## src/rtl/weight_readback_tx_pkg.sv

```systemverilog
// -----------------------------------------------------------------------------
// weight_readback_tx_pkg
// Shared definitions for the weight readback sequencer:
//   - WEIGHT_COUNT : default transfer length. This is the same weight count the
//                    load FSM uses, so load and readback lengths stay matched.
//   - rb_state_t   : 3-bit FSM state encoding.
//   - xor_accum    : running XOR checksum helper.
// -----------------------------------------------------------------------------
package weight_readback_tx_pkg;

  localparam int WEIGHT_COUNT = 64;

  typedef enum logic [2:0] {
    IDLE    = 3'd0,
    FETCH   = 3'd1,
    CAPTURE = 3'd2,
    SEND    = 3'd3,
    WAIT_TX = 3'd4,
    CHKSUM  = 3'd5,
    FINISH  = 3'd6
  } rb_state_t;

  // Fold one data byte into the running XOR checksum.
  function automatic logic [7:0] xor_accum(input logic [7:0] acc, input logic [7:0] data);
    return acc ^ data;
  endfunction

endpackage

```

## src/rtl/weight_readback_tx.sv

```systemverilog
// -----------------------------------------------------------------------------
// weight_readback_tx
// Reads NUM_BYTES bytes from the weight memory, starting at address 0, and
// hands each byte to the UART transmitter using a start/busy/done handshake.
// The host can then verify what was loaded.
//
// Optional feature: define READBACK_CHECKSUM_EN to append one extra byte after
// the data bytes. That byte is the XOR of all NUM_BYTES data bytes.
//
// Parameters:
//   NUM_BYTES  bytes per transfer (1..256)
//   ADDR_W     memory address width
// Ports:
//   clk        system clock, rising edge
//   reset_n    synchronous active-low reset
//   start      one-cycle request; honoured only in IDLE
//   rd_en      memory read strobe (registered)
//   rd_addr    memory read address (registered)
//   rd_data    memory read data, valid one cycle after rd_en
//   tx_start   one-cycle pulse to the UART TX (registered)
//   tx_data    byte to transmit, stable from tx_start until tx_done
//   tx_busy    UART TX occupied
//   tx_done    UART TX finished a byte
//   busy       high whenever the FSM is not in IDLE
//   done       one-cycle pulse after the final byte completes
// -----------------------------------------------------------------------------
import weight_readback_tx_pkg::*;

module weight_readback_tx #(
  parameter int NUM_BYTES = WEIGHT_COUNT,
  parameter int ADDR_W    = 8
) (
  input  logic              clk,
  input  logic              reset_n,
  input  logic              start,
  output logic              rd_en,
  output logic [ADDR_W-1:0] rd_addr,
  input  logic [7:0]        rd_data,
  output logic              tx_start,
  output logic [7:0]        tx_data,
  input  logic              tx_busy,
  input  logic              tx_done,
  output logic              busy,
  output logic              done
);

  localparam logic [ADDR_W-1:0] LAST_ADDR = ADDR_W'(NUM_BYTES - 1);

  rb_state_t state_r;

`ifdef READBACK_CHECKSUM_EN
  logic [7:0] checksum_r;
  // Set once the checksum byte is in flight, so its tx_done ends the transfer.
  logic       chk_phase_r;
`endif

  // Readback FSM: every output is driven from this single registered process.
  always_ff @(posedge clk) begin
    if (!reset_n) begin
      state_r     <= IDLE;
      rd_en       <= 1'b0;
      rd_addr     <= '0;
      tx_start    <= 1'b0;
      tx_data     <= 8'h00;
      busy        <= 1'b0;
      done        <= 1'b0;
`ifdef READBACK_CHECKSUM_EN
      checksum_r  <= 8'h00;
      chk_phase_r <= 1'b0;
`endif
    end else begin
      case (state_r)
        IDLE: begin
          tx_start <= 1'b0;
          done     <= 1'b0;
          if (start) begin
            // The read strobe is raised on entry so it is high during FETCH.
            rd_addr     <= '0;
            rd_en       <= 1'b1;
            busy        <= 1'b1;
`ifdef READBACK_CHECKSUM_EN
            checksum_r  <= 8'h00;
            chk_phase_r <= 1'b0;
`endif
            state_r     <= FETCH;
          end else begin
            rd_en   <= 1'b0;
            busy    <= 1'b0;
            state_r <= IDLE;
          end
        end

        FETCH: begin
          // The memory returns rd_data while the FSM is in CAPTURE.
          rd_en   <= 1'b0;
          state_r <= CAPTURE;
        end

        CAPTURE: begin
          tx_data <= rd_data;
`ifdef READBACK_CHECKSUM_EN
          checksum_r <= xor_accum(checksum_r, rd_data);
`endif
          if (!tx_busy) begin
            tx_start <= 1'b1;
            state_r  <= WAIT_TX;
          end else begin
            state_r  <= SEND;
          end
        end

        SEND: begin
          if (!tx_busy) begin
            tx_start <= 1'b1;
            state_r  <= WAIT_TX;
          end else begin
            tx_start <= 1'b0;
            state_r  <= SEND;
          end
        end

        WAIT_TX: begin
          tx_start <= 1'b0;
          if (tx_done) begin
`ifdef READBACK_CHECKSUM_EN
            if (chk_phase_r) begin
              done    <= 1'b1;
              state_r <= FINISH;
            end else if (rd_addr == LAST_ADDR) begin
              state_r <= CHKSUM;
            end else begin
              rd_addr <= rd_addr + ADDR_W'(1);
              rd_en   <= 1'b1;
              state_r <= FETCH;
            end
`else
            if (rd_addr == LAST_ADDR) begin
              done    <= 1'b1;
              state_r <= FINISH;
            end else begin
              rd_addr <= rd_addr + ADDR_W'(1);
              rd_en   <= 1'b1;
              state_r <= FETCH;
            end
`endif
          end else begin
            state_r <= WAIT_TX;
          end
        end

`ifdef READBACK_CHECKSUM_EN
        CHKSUM: begin
          tx_data     <= checksum_r;
          chk_phase_r <= 1'b1;
          if (!tx_busy) begin
            tx_start <= 1'b1;
            state_r  <= WAIT_TX;
          end else begin
            state_r  <= SEND;
          end
        end
`endif

        FINISH: begin
          done    <= 1'b0;
          busy    <= 1'b0;
          state_r <= IDLE;
        end

        default: begin
          // Unreachable encodings recover to a clean idle state.
          state_r  <= IDLE;
          rd_en    <= 1'b0;
          rd_addr  <= '0;
          tx_start <= 1'b0;
          tx_data  <= 8'h00;
          busy     <= 1'b0;
          done     <= 1'b0;
        end
      endcase
    end
  end

endmodule

```

## config.mk

```make
export PLATFORM = sky130hd
export DESIGN_NAME = weight_readback_tx
export DESIGN_NICKNAME = d
export VERILOG_FILES = /design/src/rtl/weight_readback_tx_pkg.sv /design/src/rtl/weight_readback_tx.sv
export SDC_FILE = /design/constraint.sdc
export NUM_CORES = 1
export LEC_CHECK = 0
export ABC_CLOCK_PERIOD_IN_PS = 1650
export CAP_MARGIN = 10
export CORE_ASPECT_RATIO = 0.7
export CORE_UTILIZATION = 40
export DETAILED_ROUTE_END_ITERATION = 7
export PLACE_DENSITY_LB_ADDON = 0.3
export SLEW_MARGIN = 5
export SYNTH_ARGS = -nofsm -noshare
export SYNTH_HDL_FRONTEND = slang
export SYNTH_SLANG_ARGS = --single-unit
export TNS_END_PERCENT = 10
```

## constraint.sdc

```tcl
create_clock -name clk -period 1.65 [get_ports clk]
set_input_delay 0.33 -clock clk [delete_from_list [all_inputs] [get_ports clk]]
set_output_delay 0.33 -clock clk [all_outputs]
set_load 0.005 [all_outputs]
```

==> impl_metrics.yaml, run 1 <==
outcome:
  status: "finished clean"
sta:
  rsz0062_at_grt: "no"
  skew_ns: 0.002783
  hold_viol_final: 0
  finalCritPeriodShare_pct: 95.49
  maxSlewHeadroom_pct: 71.48
  worstMarginPinSlew_ns: 0.4273
  finalMaxSlewViolations: 0
  finalHoldWorstSlack_ns: 0.4674
  final.min_clock_period_ns: 1.576
  setup_viol_count_final: 0
  fin_tns_setup_ns: 0
  fin_ws_ns: 0.07438
  fmax_mhz: 634.7
routing:
  drc: 0
  first_pass_iters: 4
  drtAntennaViolNets: 0
  drt-total-wl_um: 3049
  post_drt_wl_per_cell_um: 13.43
  vias: 1220
  viasPerCell: 5.374
  drtIter0Drc: 50
clock_tree:
  clk_latency_ns: 0.27
  cts_sinks: 23
  cts_made_buffers: 3
  clk_pin_slew_worst_paths_ns: 0.08
  h-tree-depth: 1
  cts_buffer_depth: 2
  ctsHoldBuffers: 0
  cts_tree: "done"
  clockRootBuffer: "clkbuf_8"
hold_path:
  holdPathStages: 2
  min_path_type: "flop to flop"
critical_path:
  critPathMaxFanout: 7
  cp_cell_sequence: "clkdlybuf4s50_1"
  endpoint_kind: "output pin"
  startpoint_type: "flop"
  cp_top_family: "buffers and inverters"
  path_buf_inv: 1
  critical_path.max_stage_delay_ns: 0.55
  worstPathRequired_ns: 1.32
  worstSetupPathType: "flop to output pin"
  reg2regPathDepth: 6
  arrival_ns: 1.25
  path_depth: 1
  crit_slowest_cell: "clkdlybuf4s50_1"
grt:
  overflow: 0
  grt_start_max_net_pins: 13
  grt_pass1_wl_um: 4795
  grt_usage_pct: 20.30
  antenna_found_initial: 0
  grt_pass1_vias: 1055
floorplan:
  start_util_pct: 42.83
  die_x_um: 67.94
  ios: 33
  dieArea_sq_mm: 0.003272
  die_h_um: 48.16
  rows: 16
  core_area_sq_mm: 0.002843
placed_design:
  place_ws_ns: -0.07322
  gp_congestion: 0.8260
  numPortBuffers: 32
  dp_hpwl_um: 2331
  dpl-instance-area_sq_mm: 0.001683
power_and_ir_drop:
  p_leak_nw: 0.6338
  max-vdd-ir-drop_mv: 0.3532
  power_density_mw_per_mm2: 737.5
synth:
  synthArstFlopShare_pct: 0
  postSynthAreaPerCell_sq_um: 8.513
  ys_warn_count: 0
  synth_area_sq_mm: 0.001217
  synth_edf_count: 0
  synthCells: 143
  synth_flop_cell: "dfxtp_1"
  synth_seq_cells: 23
  synth.distinct_cells: 38
  ys_seq_area_share_pct: 37.82
  synth_nets: 157
final_layout:
  postLayoutCellArea_sq_mm: 0.001733
  final_layout_size_suffix_gt1_share_pct: 16.75
  utilization_pct: 60.96
  syn2layout_area_growth_pct: 42.34
  antenna_cells: 0
  layout.nets: 206
run:
  cap_violations: 0
[area by class of cell]
cell class	instances	area, sq um
Tap cell	36	45.04
Sequential cell	23	461.7
Timing Repair Buffer	54	485.5
Clock buffer	4	45.04
Inverter	11	41.29
Fill cell	243	1110
Multi-Input combinational cell	99	654.4
[per-layer routing]
| metal | GRT usage, % | vias to the layer above | share of wire [%] |
|---|---|---|---|
| met1 | 27.50 | 573 | 49 |
| met2 | 30.98 | 29 | 45 |
| met5 | 0 | - | 0 |
| li1 | - | 613 | - |
| met4 | 8.750 | 0 | 1.1 |
| met3 | 5.140 | 5 | 4.7 |
[cell usage in the layout (no fill, tap or decap), drive strengths merged]
cell            n
o21a            2
dfxtp          23
a2bb2oi         1
a22oi           9
o22ai          10
xnor2           1
a32oi           2
nand4           1
o211ai          1
nor2b           6
a221o           1
inv            11
nor3b           2
o31a            1
nor3            1
nand4bb         1
a31oi           9
clkbuf          4
nand4b          2
nand3b          1
or2             1
a21boi          2
nand3           5
buf            22
and2           11
and3            2
ha              1
o21ai           8
nor2            6
a21oi           2
nand2b          2
nand2           8
clkdlybuf4s50  32
[power breakdown]
group | leakage (nW) | internal, W | switching, W
clock network | 0.0228 | 0.000173 | 0.000177
logic | 0.424 | 0.000174 | 0.000134
registers | 0.187 | 0.000586 | 0.0000350
[synth_stat cells (3+ instances only)]
| library cell | instances | area (sq um) |
|---|---|---|
| nand3_1 | 5 | 25.02 |
| clkbuf_1 | 3 | 11.26 |
| nor2_1 | 5 | 18.77 |
| a22oi_1 | 9 | 67.56 |
| nand2_1 | 8 | 30.03 |
| o21ai_1 | 8 | 40.04 |
| o22ai_1 | 10 | 62.56 |
| buf_6 | 3 | 33.78 |
| dfxtp_1 | 23 | 460.4 |
| buf_2 | 4 | 20.02 |
| and2_1 | 10 | 62.56 |
| a31oi_1 | 9 | 56.30 |
| inv_1 | 11 | 41.29 |
| nor2b_1 | 6 | 37.54 |
[state kept, by name (all words and copies together) (netlist names)]
name,flops
rd_addr,8
state_r,3
tx_start,1
done,1
tx_data,8
rd_en,1
busy,1
[cells by family after synthesis]
kind of cell	synth area share (%)
simple gates	24.87
compound gates	26.82
flops	37.82
buf+inv	8.736
xor+xnor	0.7196
fa+ha+maj	1.028
[path summary, 6_finish.rpt]
kind / start / endpoint / slack, ns
max: rd_addr[5] / rd_addr[5] / 0.07
min: busy / busy / 0.47
max reg2reg: rd_addr[0] / rd_addr[7] / 0.12
min reg2reg: busy / busy / 0.47
[through the flow]
step / total power (W) / cells
6_report: 0.001278 / 227
4_1_cts: 0.001287 / 227
5_1_grt: 0.001356 / 227
2_1_floorplan: 0.0007911 / 143
3_3_place_gp: 0.0009273 / 223
3_5_place_dp: 0.0009359 / 223
[what timing repair did]
| action | 4_1_cts | 5_1_grt |
|---|---|---|
| endpoints found under the setup margin | 0 | 2 |
| resized for setup | 0 | 2 |
| endpoints found under the hold margin | 0 | 0 |
| buffers inserted | 0 | 0 |
No activity file was read; power rests on OpenSTA's default activity.
==> inputs of run 2 (changes only) <==
- CORE_UTILIZATION: 40 -> 47
- TNS_END_PERCENT: 10 -> default
==> run 2 against run 1 <==
  * Critical path depth is the same
  * Critical path type unchanged
  * Setup slack lost 0.012 ns
  * Via count grew 0.82%
  * Largest cell class unchanged
  * Register-to-register slack lost 0.02 ns
  * Clock skew is essentially flat
  * Cell count shrank 2.6%
==> impl_metrics.yaml, run 2 (synthesis gave the netlist of run 1 again) <==
clock_tree:
  cts_tree: "done"
  cts_sinks: 23
  clk_pin_slew_worst_paths_ns: 0.08
  cts_made_buffers: 3
  ctsHoldBuffers: 0
  cts_buffer_depth: 2
  clockRootBuffer: "clkbuf_8"
  h-tree-depth: 1
  clk_latency_ns: 0.27
critical_path:
  worstPathRequired_ns: 1.32
  cp_top_family: "buffers and inverters"
  startpoint_type: "flop"
  endpoint_kind: "output pin"
  arrival_ns: 1.26
  critPathMaxFanout: 7
  worstSetupPathType: "flop to output pin"
  critical_path.max_stage_delay_ns: 0.54
  path_buf_inv: 1
  crit_slowest_cell: "clkdlybuf4s50_1"
  cp_cell_sequence: "clkdlybuf4s50_1"
power_and_ir_drop:
  max-vdd-ir-drop_mv: 0.4547
  p_int_w: 0.0009314
  p_comb_share_pct: 23.2
  power_density_mw_per_mm2: 747.7
  switching_share_pct: 27.27
  p_leak_nw: 0.6122
  seq_power_share_pct: 49.0
  switchingPower_w: 0.0003492
  clock_power_share_pct: 27.8
final_layout:
  multi_input_area_sq_um: 654.4
  layout.nets: 202
  n_fill_cell: 199
  layout_commonest_cell: "clkdlybuf4s50_1"
  regArea_sq_um: 461.7
  layout_common_cells: "clkdlybuf4s50_1 (32), dfxtp_1 (22), buf_4 (17), inv_1 (11)"
  postLayoutCellArea_sq_mm: 0.001713
  syn2layout_area_growth_pct: 40.70
  largestRegisters: "rd_addr (8), tx_data (8), state_r (3)"
  final_layout_size_suffix_gt1_share_pct: 15.51
  antenna_cells: 0
routing:
  drc: 0
  post_drt_wl_per_cell_um: 14.35
  first_pass_iters: 4
  drtIter0Drc: 81
  drt-total-wl_um: 3172
  viasPerCell: 5.566
  vias: 1230
  drtAntennaViolNets: 0
hold_path:
  min_path_type: "flop to flop"
placed_design:
  gp_congestion: 0.8309
  dpl-instance-area_sq_mm: 0.001663
  dp_hpwl_um: 2453
  numPortBuffers: 32
  place_ws_ns: -0.1209
floorplan:
  core_area_sq_mm: 0.002459
  start_util_pct: 49.52
  die_x_um: 62.83
  ios: 33
  rows: 15
  dieArea_sq_mm: 0.002801
  die_h_um: 44.58
grt:
  grt_usage_pct: 24.46
  grt_pass1_wl_um: 5181
  antenna_found_initial: 0
  grt_start_max_net_pins: 15
  overflow: 0
  grt_pass1_vias: 1118
sta:
  rsz0062_at_grt: "yes"
  finalMaxSlewViolations: 0
  fmax_mhz: 629.7
  fin_tns_setup_ns: 0
  fin_ws_ns: 0.06198
  worstMarginPinSlew_ns: 0.4512
  maxSlewHeadroom_pct: 69.88
  hold_viol_final: 0
  final.min_clock_period_ns: 1.588
  setup_viol_count_final: 0
  finalCritPeriodShare_pct: 96.24
  skew_ns: 0.003139
outcome:
  status: "finished clean"
run:
  cap_violations: 0
run 2: timing repair:
action	4_1_cts	5_1_grt
buffers inserted	0	0
resized for setup	0	3
endpoints found under the setup margin	0	6
run 2: worst paths after layout:
kind	from	to	slack (ns)	cells after the start
hold reg to reg	busy	busy	0.48	2
setup / recovery	rd_addr[5]	rd_addr[5]	0.06	1
hold / removal	busy	busy	0.48	2
setup reg to reg	rd_addr[1]	rd_addr[6]	0.10	6
run 2: layer usage:
metal	global-route usage (%)	part of all wire, %
met4	8.372	1.3
met5	0	0
met3	5.412	6.9
met2	40.22	47
met1	32.19	45
run 2: layout make-up:
class | instances | area share, %
clock buffer | 4 | 2.630
inverter | 11 | 2.411
multi-input combinational | 99 | 38.20
sequential | 23 | 26.95
tap | 34 | 2.484
timing repair buffer | 50 | 27.32
run 2: stage by stage:
stage	power [W]	std cells	hold WS [ns]	util, %
after CTS	0.001286	221	0.4863	69.47
final	0.001281	221	0.4829	69.67
after detailed placement	0.0009339	217	0.4750	67.63
after floorplan	0.0007911	143	0.4600	-
after global placement	0.0009235	217	0.4678	67.63
after global routing	0.001346	221	0.5072	69.67
run 2: power by group through the flow:
| stage | Sequential [W] | Combinational (W) | Clock, W |
|---|---|---|---|
| after floorplan | 0.000626 | 0.000165 | 0 |
| after global placement | 0.000636 | 0.000287 | 0 |
| after detailed placement | 0.000639 | 0.000295 | 0 |
| after CTS | 0.000627 | 0.000297 | 0.000363 |
| after global routing | 0.000631 | 0.000324 | 0.000392 |
| final | 0.000627 | 0.000297 | 0.000357 |
==> inputs of run 3 (changes only) <==
- CORE_MARGIN: default -> 10
==> run 3 against run 2 <==
  * Clock-buffer cell count stayed put
  * Non-clock buffer count increased by 1
  * Maximum frequency up 1.2%
  * Cell count is 0.45% higher
  * First-iteration DRC count up 44%
  * Setup slack improved by 0.018 ns
  * Utilization decreased by 0.20 points
  * Critical endpoint is now rd_addr[3]
  * Highest routed layer unchanged
==> impl_metrics.yaml, run 3 (synthesis gave the netlist of run 1 again) <==
placed_design:
  numPortBuffers: 32
  dp_cells: 218
  dpl-instance-area_sq_mm: 0.001658
  place_ws_ns: -0.01964
  gp_congestion: 0.8839
  dp_hpwl_um: 2675
grt:
  grt_start_max_net_pins: 13
  grt_pass1_vias: 1175
  grt_usage_pct: 13.80
  antenna_found_initial: 0
  grt_pass1_wl_um: 5802
  overflow: 0
sta:
  fin_tns_setup_ns: 0
  worstMarginPinSlew_ns: 0.4134
  fin_ws_ns: 0.08025
  skew_ns: 0.004411
  final.min_clock_period_ns: 1.570
  hold_viol_final: 0
  maxSlewHeadroom_pct: 72.40
  setup_viol_count_final: 0
  rsz0062_at_grt: "no"
  fmax_mhz: 637.0
  finalMaxSlewViolations: 0
  finalCritPeriodShare_pct: 95.14
routing:
  drtIter0Drc: 117
  drc: 0
  vias: 1216
  post_drt_wl_per_cell_um: 15.43
  drtAntennaViolNets: 0
  drt-total-wl_um: 3425
  viasPerCell: 5.477
  first_pass_iters: 4
power_and_ir_drop:
  max-vdd-ir-drop_mv: 0.4779
  p_leak_nw: 0.6179
  power_density_mw_per_mm2: 754.0
floorplan:
  core_area_sq_mm: 0.002459
  start_util_pct: 49.52
  die_x_um: 80.83
  dieArea_sq_mm: 0.005058
  rows: 15
  ios: 33
  die_h_um: 62.58
final_layout:
  fin_cells: 222
  layout.nets: 203
  antenna_cells: 0
  syn2layout_area_growth_pct: 40.29
  postLayoutCellArea_sq_mm: 0.001708
  layout_commonest_cell: "clkdlybuf4s50_1"
  largestRegisters: "rd_addr (8), tx_data (8), state_r (3)"
  final_layout_size_suffix_gt1_share_pct: 15.43
  layout_common_cells: "clkdlybuf4s50_1 (32), dfxtp_1 (22), buf_4 (19), inv_1 (11)"
clock_tree:
  clk_latency_ns: 0.26
  clockRootBuffer: "clkbuf_8"
  h-tree-depth: 1
  cts_setup_buffers: 0
  ctsHoldBuffers: 0
  clk_pin_slew_worst_paths_ns: 0.08
  cts_buffer_depth: 2
  cts_sinks: 23
  cts_made_buffers: 3
  cts_tree: "done"
critical_path:
  worstSetupPathType: "flop to output pin"
  startpoint_type: "flop"
  worstPathRequired_ns: 1.32
  cp_top_family: "buffers and inverters"
  cp_cell_sequence: "buf_4 > clkdlybuf4s50_1"
  path_buf_inv: 2
  critical_path.max_stage_delay_ns: 0.50
  critPathMaxFanout: 6
  arrival_ns: 1.24
  crit_slowest_cell: "clkdlybuf4s50_1"
  endpoint_kind: "output pin"
run:
  cap_violations: 0
hold_path:
  min_path_type: "flop to flop"
outcome:
  status: "finished clean"
-- run 3: layout make-up --
type | count | area [sq um]
clock buffer | 4 | 45.04
inverter | 11 | 41.29
timing repair buffer | 51 | 462.9
fill | 216 | 750.7
tap | 34 | 42.54
multi-input combinational | 99 | 654.4
sequential | 23 | 461.7
-- run 3: path summary, 6_finish.rpt --
check | to | cells after the start | slack, ns | startpoint
worst min register to register | busy | 2 | 0.47 | busy
worst max-delay path | rd_addr[3] | 2 | 0.08 | rd_addr[3]
worst min-delay path | busy | 2 | 0.47 | busy
worst max register to register | rd_addr[6] | 6 | 0.11 | rd_addr[0]
-- run 3: through the flow --
stage	utilization [%]	power, W	hold slack (ns)
floorplan	-	0.0007911	0.4600
global route	69.47	0.001349	0.4899
detailed placement	67.43	0.0009415	0.4610
finish	69.47	0.001288	0.4743
global placement	67.43	0.0009309	0.4581
CTS	69.26	0.001293	0.4759
-- run 3: power breakdown --
group | switching, W | internal [W]
sequential | 0.0000279 | 0.000586
combinational | 0.000142 | 0.000175
clock | 0.000185 | 0.000172
total | 0.000354 | 0.000933
-- run 3: routing by layer --
layer  GRT usage, %  vias to the layer above  wire length (um)
li1               -                      612                 -
met1          17.20                      571              1497
met2          22.72                       31              1693
met3          4.885                        2               220
met4          1.509                        0                13
met5              0                        -                 0
-- run 3: timing repair --
item | 4_1_cts | 5_1_grt
endpoints found under the hold margin | 0 | 0
setup endpoints to repair | 0 | 2
resized for setup | 0 | 2
-- run 3: worst min-delay path, cell delays in order (launching register included) --
cell      delay, ns
dfxtp_1        0.32
nand2_1        0.05
a21boi_0       0.07
